File: config.mk
export PLATFORM = sky130hd
export DESIGN_NAME = ahb_bus_arbiter
export DESIGN_NICKNAME = d
export VERILOG_FILES = /design/src/rtl/ahb_bus_arbiter.sv
export SDC_FILE = /design/constraint.sdc
export NUM_CORES = 1
export LEC_CHECK = 0
export CAP_MARGIN = 10
export CORE_AREA = 2 2 39 41
export DETAILED_ROUTE_END_ITERATION = 16
export DIE_AREA = 0 0 41 43
export HOLD_SLACK_MARGIN = 0.06
export PLACE_DENSITY = 0.71
export SLEW_MARGIN = 20
export SYNTH_ARGS = -nofsm -noshare
export SYNTH_HDL_FRONTEND = slang
export SYNTH_SLANG_ARGS = --single-unit
File: constraint.sdc
create_clock -name HCLK -period 3.2 [get_ports HCLK]
set_input_delay 0.48 -clock HCLK [delete_from_list [all_inputs] [get_ports HCLK]]
set_output_delay 0.48 -clock HCLK [all_outputs]
set_load 0.01 [all_outputs]
File: src/rtl/ahb_bus_arbiter.sv
// ---------------------------------------------------------------------------
// ahb_bus_arbiter
//
// Shares one AHB bus between NumManagers managers using the AHB2
// HBUSREQ/HGRANT handshake. Grants are registered and one-hot. Arbitration
// is round-robin with a bounded hold time. HMASTER and HMASTER_DATA are
// provided as selects for the external address-phase and write-data muxes.
//
// Optional feature (compile-time macro AHB_ARBITER_BURST_HOLD_EN):
//   When defined, a BURST state freezes HGRANT for the length of a
//   fixed-length burst (WRAP4/INCR4/WRAP8/INCR8/WRAP16/INCR16).
//   When undefined, the arbiter always re-arbitrates on accepted transfers.
//
// Parameters:
//   NumManagers    number of managers (2..8)
//   DefaultManager manager granted when nobody requests and after reset
//   MaxHold        accepted transfers an owner may keep the bus while
//                  others request (1..255)
//   IdWidth        width of manager index (derived)
//
// Ports:
//   HCLK          bus clock, all logic on the rising edge
//   HRESET        synchronous active-high reset
//   HBUSREQ       per-manager bus request
//   HGRANT        registered one-hot grant
//   HMASTER       owner of the current address phase
//   HMASTER_DATA  owner of the current data phase
//   HTRANS        muxed transfer type (IDLE/BUSY/NONSEQ/SEQ)
//   HBURST        muxed burst type
//   HREADY        bus ready
// ---------------------------------------------------------------------------
module ahb_bus_arbiter #(
  parameter int unsigned NumManagers    = 2,
  parameter int unsigned DefaultManager = 0,
  parameter int unsigned MaxHold        = 16,
  parameter int unsigned IdWidth        = (NumManagers > 1) ? $clog2(NumManagers) : 1
) (
  input  logic                   HCLK,
  input  logic                   HRESET,
  input  logic [NumManagers-1:0] HBUSREQ,
  output logic [NumManagers-1:0] HGRANT,
  output logic [IdWidth-1:0]     HMASTER,
  output logic [IdWidth-1:0]     HMASTER_DATA,
  input  logic [1:0]             HTRANS,
  input  logic [2:0]             HBURST,
  input  logic                   HREADY
);

  typedef enum logic [1:0] {
    HTRANS_IDLE   = 2'd0,
    HTRANS_BUSY   = 2'd1,
    HTRANS_NONSEQ = 2'd2,
    HTRANS_SEQ    = 2'd3
  } htrans_e;

  localparam logic [IdWidth-1:0]     DefaultIdx   = IdWidth'(DefaultManager);
  localparam logic [NumManagers-1:0] DefaultGrant = NumManagers'(1) << DefaultManager;
  localparam logic [7:0]             HoldLimit    = 8'(MaxHold);

  // -------------------------------------------------------------------------
  // State
  // -------------------------------------------------------------------------
  logic [NumManagers-1:0] grant_q, grant_d;
  logic [IdWidth-1:0]     hmaster_q, hmaster_d;
  logic [IdWidth-1:0]     hmaster_data_q, hmaster_data_d;
  logic [7:0]             hold_q, hold_d;

  // Arbitration enable: high on edges where the grant may move.
  logic                   arb_en;

  // -------------------------------------------------------------------------
  // Current grantee and round-robin search
  // -------------------------------------------------------------------------
  logic [IdWidth-1:0]     owner_idx;
  logic                   owner_req;
  logic                   others_req;
  logic                   any_req;
  logic                   rr_found;
  logic [IdWidth-1:0]     rr_idx;
  logic [IdWidth-1:0]     next_idx;
  logic [NumManagers-1:0] grant_next;

  always_comb begin
    owner_idx = '0;
    for (int unsigned i = 0; i < NumManagers; i++) begin
      if (grant_q[i]) owner_idx = IdWidth'(i);
    end
  end

  assign owner_req  = |(HBUSREQ & grant_q);
  assign others_req = |(HBUSREQ & ~grant_q);
  assign any_req    = |HBUSREQ;

  // Rotating priority from owner+1 without a modulo: first look above the
  // owner in ascending order, then wrap around and look below it.
  always_comb begin
    rr_found = 1'b0;
    rr_idx   = owner_idx;
    for (int unsigned i = 0; i < NumManagers; i++) begin
      if (!rr_found && HBUSREQ[i] && (IdWidth'(i) > owner_idx)) begin
        rr_found = 1'b1;
        rr_idx   = IdWidth'(i);
      end
    end
    for (int unsigned i = 0; i < NumManagers; i++) begin
      if (!rr_found && HBUSREQ[i] && (IdWidth'(i) < owner_idx)) begin
        rr_found = 1'b1;
        rr_idx   = IdWidth'(i);
      end
    end
  end

  always_comb begin
    next_idx = owner_idx;
    if (!any_req) begin
      next_idx = DefaultIdx;
    end else if (owner_req && ((hold_q < HoldLimit) || !others_req)) begin
      next_idx = owner_idx;
    end else if (rr_found) begin
      next_idx = rr_idx;
    end
  end

  always_comb begin
    grant_next = '0;
    for (int unsigned i = 0; i < NumManagers; i++) begin
      grant_next[i] = (IdWidth'(i) == next_idx);
    end
  end

  // -------------------------------------------------------------------------
  // Burst-hold FSM (optional)
  // -------------------------------------------------------------------------
`ifdef AHB_ARBITER_BURST_HOLD_EN
  typedef enum logic {
    ST_ARB,
    ST_BURST
  } state_e;

  state_e     state_q, state_d;
  logic [3:0] beat_q, beat_d;
  logic       fixed_burst;
  logic [3:0] beats_m2;

  always_comb begin
    beats_m2 = '0;
    case (HBURST)
      3'd2, 3'd3: beats_m2 = 4'd2;   // WRAP4 / INCR4
      3'd4, 3'd5: beats_m2 = 4'd6;   // WRAP8 / INCR8
      3'd6, 3'd7: beats_m2 = 4'd14;  // WRAP16 / INCR16
      default:    beats_m2 = '0;
    endcase
  end

  assign fixed_burst = (HTRANS == HTRANS_NONSEQ) && (HBURST >= 3'd2);

  // Leaving BURST re-arbitrates on the same edge, so the grant can move on
  // the last beat's address (or on an early-terminating IDLE/NONSEQ).
  always_comb begin
    state_d = state_q;
    beat_d  = beat_q;
    arb_en  = 1'b0;
    if (HREADY) begin
      case (state_q)
        ST_ARB: begin
          arb_en = 1'b1;
          if (fixed_burst) begin
            state_d = ST_BURST;
            beat_d  = beats_m2;
          end
        end
        ST_BURST: begin
          case (HTRANS)
            HTRANS_SEQ: begin
              if (beat_q == '0) begin
                state_d = ST_ARB;
                arb_en  = 1'b1;
              end else begin
                beat_d = beat_q - 4'd1;
              end
            end
            HTRANS_BUSY: begin
              beat_d = beat_q;
            end
            default: begin
              state_d = ST_ARB;
              arb_en  = 1'b1;
              if (fixed_burst) begin
                state_d = ST_BURST;
                beat_d  = beats_m2;
              end
            end
          endcase
        end
        default: begin
          state_d = ST_ARB;
        end
      endcase
    end
  end

  always_ff @(posedge HCLK) begin
    if (HRESET) begin
      state_q <= ST_ARB;
      beat_q  <= '0;
    end else begin
      state_q <= state_d;
      beat_q  <= beat_d;
    end
  end
`else
  // Without burst protection the FSM never leaves ARB.
  logic unused_hburst;

  assign unused_hburst = ^HBURST;

  always_comb begin
    arb_en = HREADY;
  end
`endif

  // -------------------------------------------------------------------------
  // Grant, hold counter and ownership pipeline
  // -------------------------------------------------------------------------
  logic xfer_by_grantee;

  assign xfer_by_grantee = HREADY &&
                           ((HTRANS == HTRANS_NONSEQ) || (HTRANS == HTRANS_SEQ)) &&
                           (hmaster_q == owner_idx);

  always_comb begin
    grant_d = grant_q;
    if (arb_en) begin
      grant_d = grant_next;
    end
  end

  always_comb begin
    hold_d = hold_q;
    if (grant_d != grant_q) begin
      hold_d = '0;
    end else if (xfer_by_grantee && (hold_q < HoldLimit)) begin
      hold_d = hold_q + 8'd1;
    end
  end

  always_comb begin
    hmaster_d      = hmaster_q;
    hmaster_data_d = hmaster_data_q;
    if (HREADY) begin
      hmaster_d      = owner_idx;
      hmaster_data_d = hmaster_q;
    end
  end

  always_ff @(posedge HCLK) begin
    if (HRESET) begin
      grant_q        <= DefaultGrant;
      hmaster_q      <= DefaultIdx;
      hmaster_data_q <= DefaultIdx;
      hold_q         <= '0;
    end else begin
      grant_q        <= grant_d;
      hmaster_q      <= hmaster_d;
      hmaster_data_q <= hmaster_data_d;
      hold_q         <= hold_d;
    end
  end

  assign HGRANT       = grant_q;
  assign HMASTER      = hmaster_q;
  assign HMASTER_DATA = hmaster_data_q;

endmodule

## Word-level counts from Yosys, hierarchy flattened

Cells that the tools add are included.

- Register bits: 12

- Magnitude comparators: 5
- Add/subtract/negate cells: 1
- Reductions and logical operators: 21
- Multiplexer cells: 13
- Equality and inequality tests: 4
- Bitwise logic cells: 4

Operators by type and width:

| cell | number |
|---|---|
| $mux W1 | 12 |
| $logic_and A1 B1 Y1 | 11 |
| $add A8 B1 Y8 const B | 1 |
| $lt A8 B5 Y1 const B | 1 |
| $reduce_or A2 Y1 | 4 |
| $and A2 B2 Y2 | 2 |
| $eq A2 B2 Y1 const B | 2 |
| $logic_not A1 Y1 | 4 |
| $gt A1 B1 Y1 const A | 2 |
| $logic_or A1 B1 Y1 | 2 |
| $lt A1 B1 Y1 const A | 2 |
| $mux W2 | 1 |
| $ne A2 B2 Y1 | 1 |
| $not A2 Y2 | 1 |
| $eq A1 B1 Y1 | 1 |
| $not A1 Y1 | 1 |

## Logic depth before layout (Yosys ltp)

Gate-level depths: netlist of run 1.

- Word-level depth: 23
- Gate-level depth with buffers: 5
- Depth with buffers taken out: 5

## Least setup slack after synthesis of run 1

No wires, ideal clock.

- Path kind: reg-to-reg
- From: register hold_q[7]
- To: register grant_q[0] (netlist: HGRANT[0])
- Setup time: 0.127 ns
- Period minus slack after synthesis: 1.554 ns
- Path buffers: 1
- Required time: 3.073 ns
- Arrival time: 1.427 ns
- Stages on the path, launching flop included: 6
- Path slack: 1.646 ns
- Path through: dfxtp_1 or4_1 buf_2 mux2i_1 a311oi_1 nor2_1

- Word-level cells in the longest chain between the ends: 7

RTL lines:

| element | RTL line | RTL |
|---|---|---|
| from (decl) | 66 | `logic [7:0] hold_q, hold_d;` |
| from (signal assigned) | 266 | `hold_q <= hold_d;` |
| $lt A8 B5 Y1 | 117 | `end else if (owner_req && ((hold_q < HoldLimit) \|\| !others_req)) begin` |
| $logic_or A1 B1 Y1 | 117 |  |
| $logic_and A1 B1 Y1 | 117 |  |
| $mux W1 | 117 |  |
| $mux W1 | 115 | `if (!any_req) begin` |
| $not A1 Y1 | 127 | `grant_next[i] = (IdWidth'(i) == next_idx);` |
| $mux W2 | 233 | `if (arb_en) begin` |
| to (signal assigned) | 258 | `grant_q <= DefaultGrant;` |
| to (signal assigned) | 263 | `grant_q <= grant_d;` |
| to (decl) | 63 | `logic [NumManagers-1:0] grant_q, grant_d;` |

No other way between the ends.
A chain may end at the register's enable or synchronous reset.

## Worst setup path in the final report of run 1

- From: register grant_q[1] (netlist: HGRANT[1])
- To: output port HGRANT[1]

RTL lines:

| element | RTL line | RTL |
|---|---|---|
| to (decl) | 41 | `output logic [NumManagers-1:0] HGRANT,` |

No word-level cell between the ends.

==> results by group, run 1 <==
Setup path
  • Worst path buffer plus inverter count: 1
  • Cell class contributing the biggest share of worst-path delay: buffers and inverters
  • Type of the worst setup path: reg -> out
  • Number of cells traversed by the worst register-to-register path: 4
  • Critical path, cell by cell: clkdlybuf4s50_1
  • Worst EP required: 2.72 ns
  • Worst EP arrival: 1.37 ns
  • Reg2Reg Capture Point: HGRANT[0]
  • Worst reg2reg startpoint: hold_q[7]
  • Critical-path cell with the highest stage delay: clkdlybuf4s50_1
  • Highest cell delay on the worst timing path: 0.60 ns
  • Critical Path Start: HGRANT[1]
  • Setup slack on the worst flop-to-flop path: 1.53 ns
  • Startpoint class of the critical path: flip-flop
  • CP Capture Type: output port
  • Maximum fanout count along the critical path: 10

Run
  • Count of max-cap constraint violations: 0

Placement
  • Final weighted congestion of routability-driven global placement: 0.6593
  • Placement-stage cell area: 661.9 um2
  • Number of port buffers: 9
  • Half-perimeter wire length after detailed placement: 685.6 um

CTS
  • Reg clk slew, reported paths: 0.07 ns
  • CTS Hold Bufs: 0
  • TritonCTS clock tree: done
  • Level count of the clock H-tree: 1
  • TritonCTS Buffers: 3
  • Root Driver: clkbuf_4
  • Clk_lat worst skew: 0.26 ns
  • Deepest clock path buffer count: 2
  • Resized Gates After CTS: 0
  • Post-CTS setup repair buffer count: 0
  • Sink count of the clock tree: 12

Global route
  • Busiest layer in global routing: met1
  • M2 GR Usage: 19.69%
  • Largest net degree at the start of global routing: 11
  • Met3 Usage GRT: 4.712%
  • Antenna violations before repair: 0
  • Residual overflow from global routing: 0
  • Global-route met1 utilization: 19.74%
  • Wire length of the first global-routing pass: 1745 um
  • Via count of the first global-routing pass: 395
  • Overall fraction of global-route tracks in use: 15.17%

Outcome
  • Result of the run: complete, no violations

Floorplanning
  • Initial standard-cell utilization of the core: 42.59%
  • Site Rows: 14
  • Core area: 0.001384 mm2
  • Area of the die: 0.001763 mm2
  • Vertical die dimension: 43 um
  • Num ports: 14
  • Die extent in x: 41 um

Logic synthesis
  • Syn Nets: 74
  • Proportion of synthesized area in mux cells: 6.794%
  • Warnings, synthesis: 0
  • Syn avg cell area: 9.354 um2
  • Sequential cell area fraction in the yosys report: 40.76%
  • Synth Area in Compound Gates: 8.705%
  • XOR/XNOR Fraction of Synth Area: 5.945%
  • Cells after synthesis: 63
  • Synthesis-stage register bit count: 12
  • Combinational family with the most area after synthesis: simple AND/OR/NAND/NOR gates
  • Count of different cell masters after synthesis: 25
  • Simple-gate portion of the synthesized area: 26.75%
  • Cell area after synthesis: 589.3 um2
  • Arithmetic-cell share of the synthesized area counting full adders, half adders and majority gates: 2.123%

Route
  • Overall routed net length: 969 um
  • Via count of the routed design: 420
  • Detailed router's first-iteration violation count: 7
  • Via density per instance: 4.828
  • Residual DRC count: 0
  • Number of search-and-repair iterations in the first detailed-routing pass: 3
  • Post-route antenna net violation count: 0
  • Final routed wire length divided by cell count: 11.14 um

Layout
  • Most frequent cells in the layout: dfxtp_1, nor2_1, clkdlybuf4s50_1
  • Area growth from synthesis to final layout: 16.14%
  • Number of fill cells: 133
  • Multi-input gate area: 296.5 um2
  • Final design utilization: 49.46%
  • Share of cells above drive strength 1: 11.27%
  • Register area: 240.2 um2
  • Total inserted antenna cells: 0
  • Most common cell after layout, fill and taps aside: dfxtp_1
  • Cell area after layout: 684.4 um2
  • Number of nets at the end of the flow: 84

STA
  • Count of final hold-check violations: 0
  • Max transition margin: 77.04%
  • Clk_skew: 0.001414 ns
  • Sum of negative setup slack: 0 ns
  • Final Critical Period: 1.852 ns
  • Transition time of the tightest slew-check pin: 0.3433 ns
  • Maximum achievable frequency: 539.8 MHz
  • Final clock period utilization by the worst path: 57.89%
  • Final Setup Violations: 0
  • Setup repair after global routing missed its margin: no
  • Slew Limit Fails: 0

Worst hold path
  • Class of the worst hold path: reg -> reg
  • Hold Path Depth: 2
  • Hold path endpoint: hold_q[5]
  • HP Start: hold_q[5]

Pwr
  • Peak supply drop: 211.5 uV
  • Power Density: 413.5 mW/mm2
  • Static Leak: 0.2665 nW
## cells in the mapped netlist
master	n	area share, %
clkbuf_8	1	2.3
or4_1	1	1.3
ha_1	1	2.1
nor2_1	11	7.0
nand3b_1	3	3.8
buf_6	1	1.9
buf_2	1	0.85
a21o_1	2	2.5
nand2b_1	1	1.1
nor3_2	1	1.7
nor2b_1	2	2.1
nor2_2	2	2.1
nand2_1	2	1.3
inv_1	4	2.5
a31oi_1	1	1.1
nor4_2	1	2.1
xor2_1	1	1.5
xnor2_1	3	4.5
a311oi_1	1	1.5
buf_4	1	1.3
nand3_1	3	2.5
a41o_4	1	3.6
mux2i_1	4	6.8
nor3_1	2	1.7
dfxtp_1	12	41
## cell families (layout without fill, tap and decap cells)
kind of cell | Yosys count | after routing
adder cells (fa/ha/maj) | 1 | 1
XOR/XNOR | 4 | 4
AO/OA/AOI/OAI | 5 | 5
multiplexers | 4 | 4
AND/OR/NAND/NOR | 29 | 29
buffers and inverters | 8 | 16
flip-flops | 12 | 12
## how the worst max path moves through the flow
stage | cells past startpoint | slack (ns) | end
after floorplan | 5 | 1.65 | HGRANT[0]
after global placement | 5 | 1.30 | hold_q[3]
after detailed placement | 5 | 1.32 | hold_q[1]
after CTS | 1 | 1.33 | HGRANT[1]
after global routing | 1 | 1.28 | HGRANT[1]
final | 1 | 1.35 | HGRANT[1]
## state kept, by name (all words and copies together) (netlist names)
signal / count
hold_q: 8
HGRANT: 2
HMASTER: 1
HMASTER_DATA: 1
## per-stage QoR
step | std cells | power, mW | worst slack (ns) | hold slack (ns)
after CTS | 87 | 0.2872 | 1.334 | 0.4239
after global placement | 84 | 0.1968 | 1.301 | 0.4130
final | 87 | 0.2830 | 1.348 | 0.4222
after floorplan | 63 | 0.1856 | 1.646 | 0.4027
after global routing | 87 | 0.2993 | 1.278 | 0.4458
after detailed placement | 84 | 0.1974 | 1.321 | 0.4126
## where the power goes
part	switching, mW	total, mW	internal [mW]
Sequential	0.00503	0.158	0.153
Combinational	0.0165	0.0361	0.0196
Clock	0.0456	0.0891	0.0435
## layout make-up
class | instances | share of cell area (%)
flip-flops and latches | 12 | 35.10
well taps | 16 | 2.925
clock buffers | 3 | 3.291
inverters | 4 | 2.194
multi-input cells | 43 | 43.33
repair buffers | 9 | 13.16
## metal layers
layer	wire, um	share of wire [%]	up-vias
li1	-	-	226
met1	459	47	183
met2	433	45	7
met3	43	4.4	4
met4	33	3.4	0
met5	0	0	-
(Power assumes the default switching activity.)
==> run 2, diff against run 1 <==
--- a/config.mk
+++ b/config.mk
@@ -6,11 +6,11 @@
 export NUM_CORES = 1
 export LEC_CHECK = 0
 export CAP_MARGIN = 10
-export CORE_AREA = 2 2 39 41
+export CORE_MARGIN = 2
+export CORE_UTILIZATION = 41
 export DETAILED_ROUTE_END_ITERATION = 16
-export DIE_AREA = 0 0 41 43
 export HOLD_SLACK_MARGIN = 0.06
-export PLACE_DENSITY = 0.71
+export PLACE_DENSITY = 0.7
 export SLEW_MARGIN = 20
 export SYNTH_ARGS = -nofsm -noshare
 export SYNTH_HDL_FRONTEND = slang
==> constraint.sdc (replaced) <==
create_clock -name HCLK -period 1.65 [get_ports HCLK]
set_input_delay 0.2475 -clock HCLK [delete_from_list [all_inputs] [get_ports HCLK]]
set_output_delay 0.2475 -clock HCLK [all_outputs]
set_load 0.01 [all_outputs]
==> run 2 against run 1 <==
Global-route usage fell by 2.2 points. Non-clock buffer count rose by 1. Combinational power rose by 100%. Routed wire length rose by 1.1%. Critical path depth rose by 3. Sequential share of layout area fell by 1.4 points. Cell count rose by 1.1%. Critical path type is now reg -> reg. Largest cell class unchanged. Largest power group unchanged. Highest routed layer unchanged.
==> results by group, run 2 (synthesis results as in run 1) <==
Layout
  • Number of fill cells: 129 (was 133)
  • Number of nets at the end of the flow: 85 (was 84)
  • Reg with most FFs: hold_q (unchanged)
  • Cell area after layout: 715.7 um2 (was 684.4 um2)
  • Final design utilization: 54.32% (was 49.46%)
  • Most frequent cells in the layout: dfxtp_1, nor2_1, clkdlybuf4s50_1 (unchanged)
  • Area growth from synthesis to final layout: 21.44% (was 16.14%)
  • Flip-flop count of the largest register after layout: 8 (unchanged)
  • Final std cells w/o fill: 88 (was 87)
  • Total inserted antenna cells: 0 (unchanged)
  • Share of cells above drive strength 1: 17.81% (was 11.27%)

Route
  • Residual DRC count: 0 (unchanged)
  • Via density per instance: 5.034 (was 4.828)
  • Detailed router's first-iteration violation count: 1 (was 7)
  • Overall routed net length: 980 um (was 969 um)
  • Post-route antenna net violation count: 0 (unchanged)
  • Number of search-and-repair iterations in the first detailed-routing pass: 2 (was 3)
  • Via count of the routed design: 443 (was 420)
  • Final routed wire length divided by cell count: 11.14 um (about the same)

Setup path
  • CP Capture Type: flip-flop (was output port)
  • Critical-path cell with the highest stage delay: or4_4 (was clkdlybuf4s50_1)
  • Type of the worst setup path: reg -> reg (was reg -> out)
  • Maximum fanout count along the critical path: 5 (was 10)
  • Setup slack on the worst flop-to-flop path: 0.10 ns (was 1.53 ns)
  • Cell class contributing the biggest share of worst-path delay: simple AND/OR/NAND/NOR gates (was buffers and inverters)
  • Highest cell delay on the worst timing path: 0.58 ns (was 0.60 ns)
  • Worst path buffer plus inverter count: 0 (was 1)
  • Critical path, cell by cell: or4_4 -> nor3_1 -> xnor2_1 -> nor2_2 (was clkdlybuf4s50_1)
  • Startpoint class of the critical path: flip-flop (unchanged)
  • Worst EP arrival: 1.71 ns (was 1.37 ns)
  • Worst EP required: 1.82 ns (was 2.72 ns)

STA
  • Transition time of the tightest slew-check pin: 0.2979 ns (was 0.3433 ns)
  • Final clock period utilization by the worst path: 93.68%
  • Max transition margin: 79.99% (was 77.04%)
  • Final Critical Period: 1.546 ns
  • Final Setup Violations: 0 (unchanged)
  • Setup repair after global routing missed its margin: no (unchanged)
  • Clk_skew: 0.006668 ns (was 0.001414 ns)
  • Min Hold Slack: 0.4293 ns (was 0.4222 ns)
  • Count of final hold-check violations: 0 (unchanged)
  • Maximum achievable frequency: 647.0 MHz
  • Slew Limit Fails: 0 (unchanged)
  • Post-route setup slack: 0.1043 ns (was 1.348 ns)

Pwr
  • Part of the total power dissipated in the clock network: 38.0% (was 31.5%)
  • Switching power as a share of total power: 22.98% (was 23.72%)
  • Switching power of the nets: 140.5 uW (was 67.14 uW)
  • Static Leak: 0.2784 nW (was 0.2665 nW)
  • Power Density: 854.0 mW/mm2 (was 413.5 mW/mm2)
  • Peak supply drop: 538.9 uV (was 211.5 uV)
  • Logic pwr share: 11.9% (was 12.7%)
  • Portion of total power attributed to sequential cells: 50.1% (was 55.8%)
  • Internal power summed over all cells: 470.7 uW (was 215.9 uW)

CTS
  • Clk_lat worst skew: 0.27 ns (was 0.26 ns)
  • Sink count of the clock tree: 12 (unchanged)
  • Post-CTS setup repair buffer count: 0 (unchanged)
  • Deepest clock path buffer count: 2 (unchanged)
  • CTS Hold Bufs: 0 (unchanged)
  • TritonCTS clock tree: done (unchanged)
  • Root Driver: clkbuf_4 (unchanged)
  • Level count of the clock H-tree: 1 (unchanged)
  • TritonCTS Buffers: 3 (unchanged)
  • Reg clk slew, reported paths: 0.07 ns (about the same)

Placement
  • Post-Place Setup Slack: -0.06152 ns (was 1.321 ns)
  • Number of port buffers: 9 (unchanged)
  • Number of cells after detailed placement: 84 (unchanged)
  • Half-perimeter wire length after detailed placement: 750.7 um (was 685.6 um)
  • Placement-stage cell area: 668.1 um2 (was 661.9 um2)
  • Final weighted congestion of routability-driven global placement: 0.7529 (was 0.6593)

Global route
  • Overall fraction of global-route tracks in use: 12.96% (was 15.17%)
  • Via count of the first global-routing pass: 394 (was 395)
  • Antenna violations before repair: 0 (unchanged)
  • Largest net degree at the start of global routing: 11 (unchanged)
  • Residual overflow from global routing: 0 (unchanged)
  • Wire length of the first global-routing pass: 1718 um (was 1745 um)

Floorplanning
  • Initial standard-cell utilization of the core: 44.73% (was 42.59%)
  • Die extent in x: 41.91 um (was 41 um)
  • Num ports: 14 (unchanged)
  • Core area: 0.001318 mm2 (was 0.001384 mm2)
  • Site Rows: 13 (was 14)
  • Vertical die dimension: 41.91 um (was 43 um)
  • Area of the die: 0.001756 mm2 (was 0.001763 mm2)

Outcome
  • Result of the run: complete, no violations (unchanged)

Run
  • Count of max-cap constraint violations: 0 (unchanged)

Worst hold path
  • Class of the worst hold path: reg -> reg (unchanged)
[run 2: power by group through the flow]
stage / Clock (mW) / Combinational [mW] / Sequential [mW]
after global routing: 0.259 / 0.0795 / 0.308
after CTS: 0.241 / 0.0721 / 0.306
final: 0.232 / 0.0725 / 0.306
after detailed placement: 0 / 0.0718 / 0.313
after global placement: 0 / 0.0704 / 0.313
after floorplan: 0 / 0.0499 / 0.310
[run 2: tightest hold or removal path: cells and delay by family, from the launching register on]
family	cells	cell delay, ns
flops	1	0.31
buf+inv	1	0.05
simple gates	1	0.03
[run 2: timing repair]
action | CTS | global route
setup endpoints to repair | 4 | 3
gates resized for setup | 1 | 2
endpoints found under the hold margin | 0 | 0
pin swaps | 0 | 1
[run 2: final timing paths]
path	start	to	depth (start not counted)
worst max-delay path	hold_q[7]	hold_q[2]	4
worst min-delay path	hold_q[5]	hold_q[5]	2
worst max register to register	hold_q[7]	hold_q[2]	4
worst min register to register	hold_q[5]	hold_q[5]	2
[run 2: routing by layer]
| metal | track usage, % | up-vias | share of wire [%] |
|---|---|---|---|
| met4 | 3.871 | 0 | 1.1 |
| met3 | 7.391 | 2 | 5.0 |
| met1 | 15.96 | 201 | 47 |
| li1 | - | 233 | - |
| met2 | 19.06 | 7 | 46 |
| met5 | 0 | - | 0 |
[run 2: cell type report]
class                   instances  area [um2]  area share (%)
flip-flops and latches         12       241.5           33.74
clock buffers                   4       36.28           5.070
well taps                      15       18.77           2.622
multi-input cells              43       306.5           42.83
repair buffers                 10       97.59           13.64
inverters                       4       15.01           2.098
[run 2: through the flow]
stage           TNS, ns  power (mW)
5_1_grt               0      0.6462
4_1_cts               0      0.6189
3_5_place_dp   -0.09433      0.3847
3_3_place_gp   -0.08567      0.3830
2_1_floorplan         0      0.3599
6_report              0      0.6112
==> run 3, diff against run 2 <==
--- a/config.mk
+++ b/config.mk
@@ -5,6 +5,7 @@
 export SDC_FILE = /design/constraint.sdc
 export NUM_CORES = 1
 export LEC_CHECK = 0
+export ABC_CLOCK_PERIOD_IN_PS = 1650
 export CAP_MARGIN = 10
 export CORE_MARGIN = 2
 export CORE_UTILIZATION = 41
==> results of run 3 <==
Same layout as run 2: the final DEF is identical, and so are final timing and power.
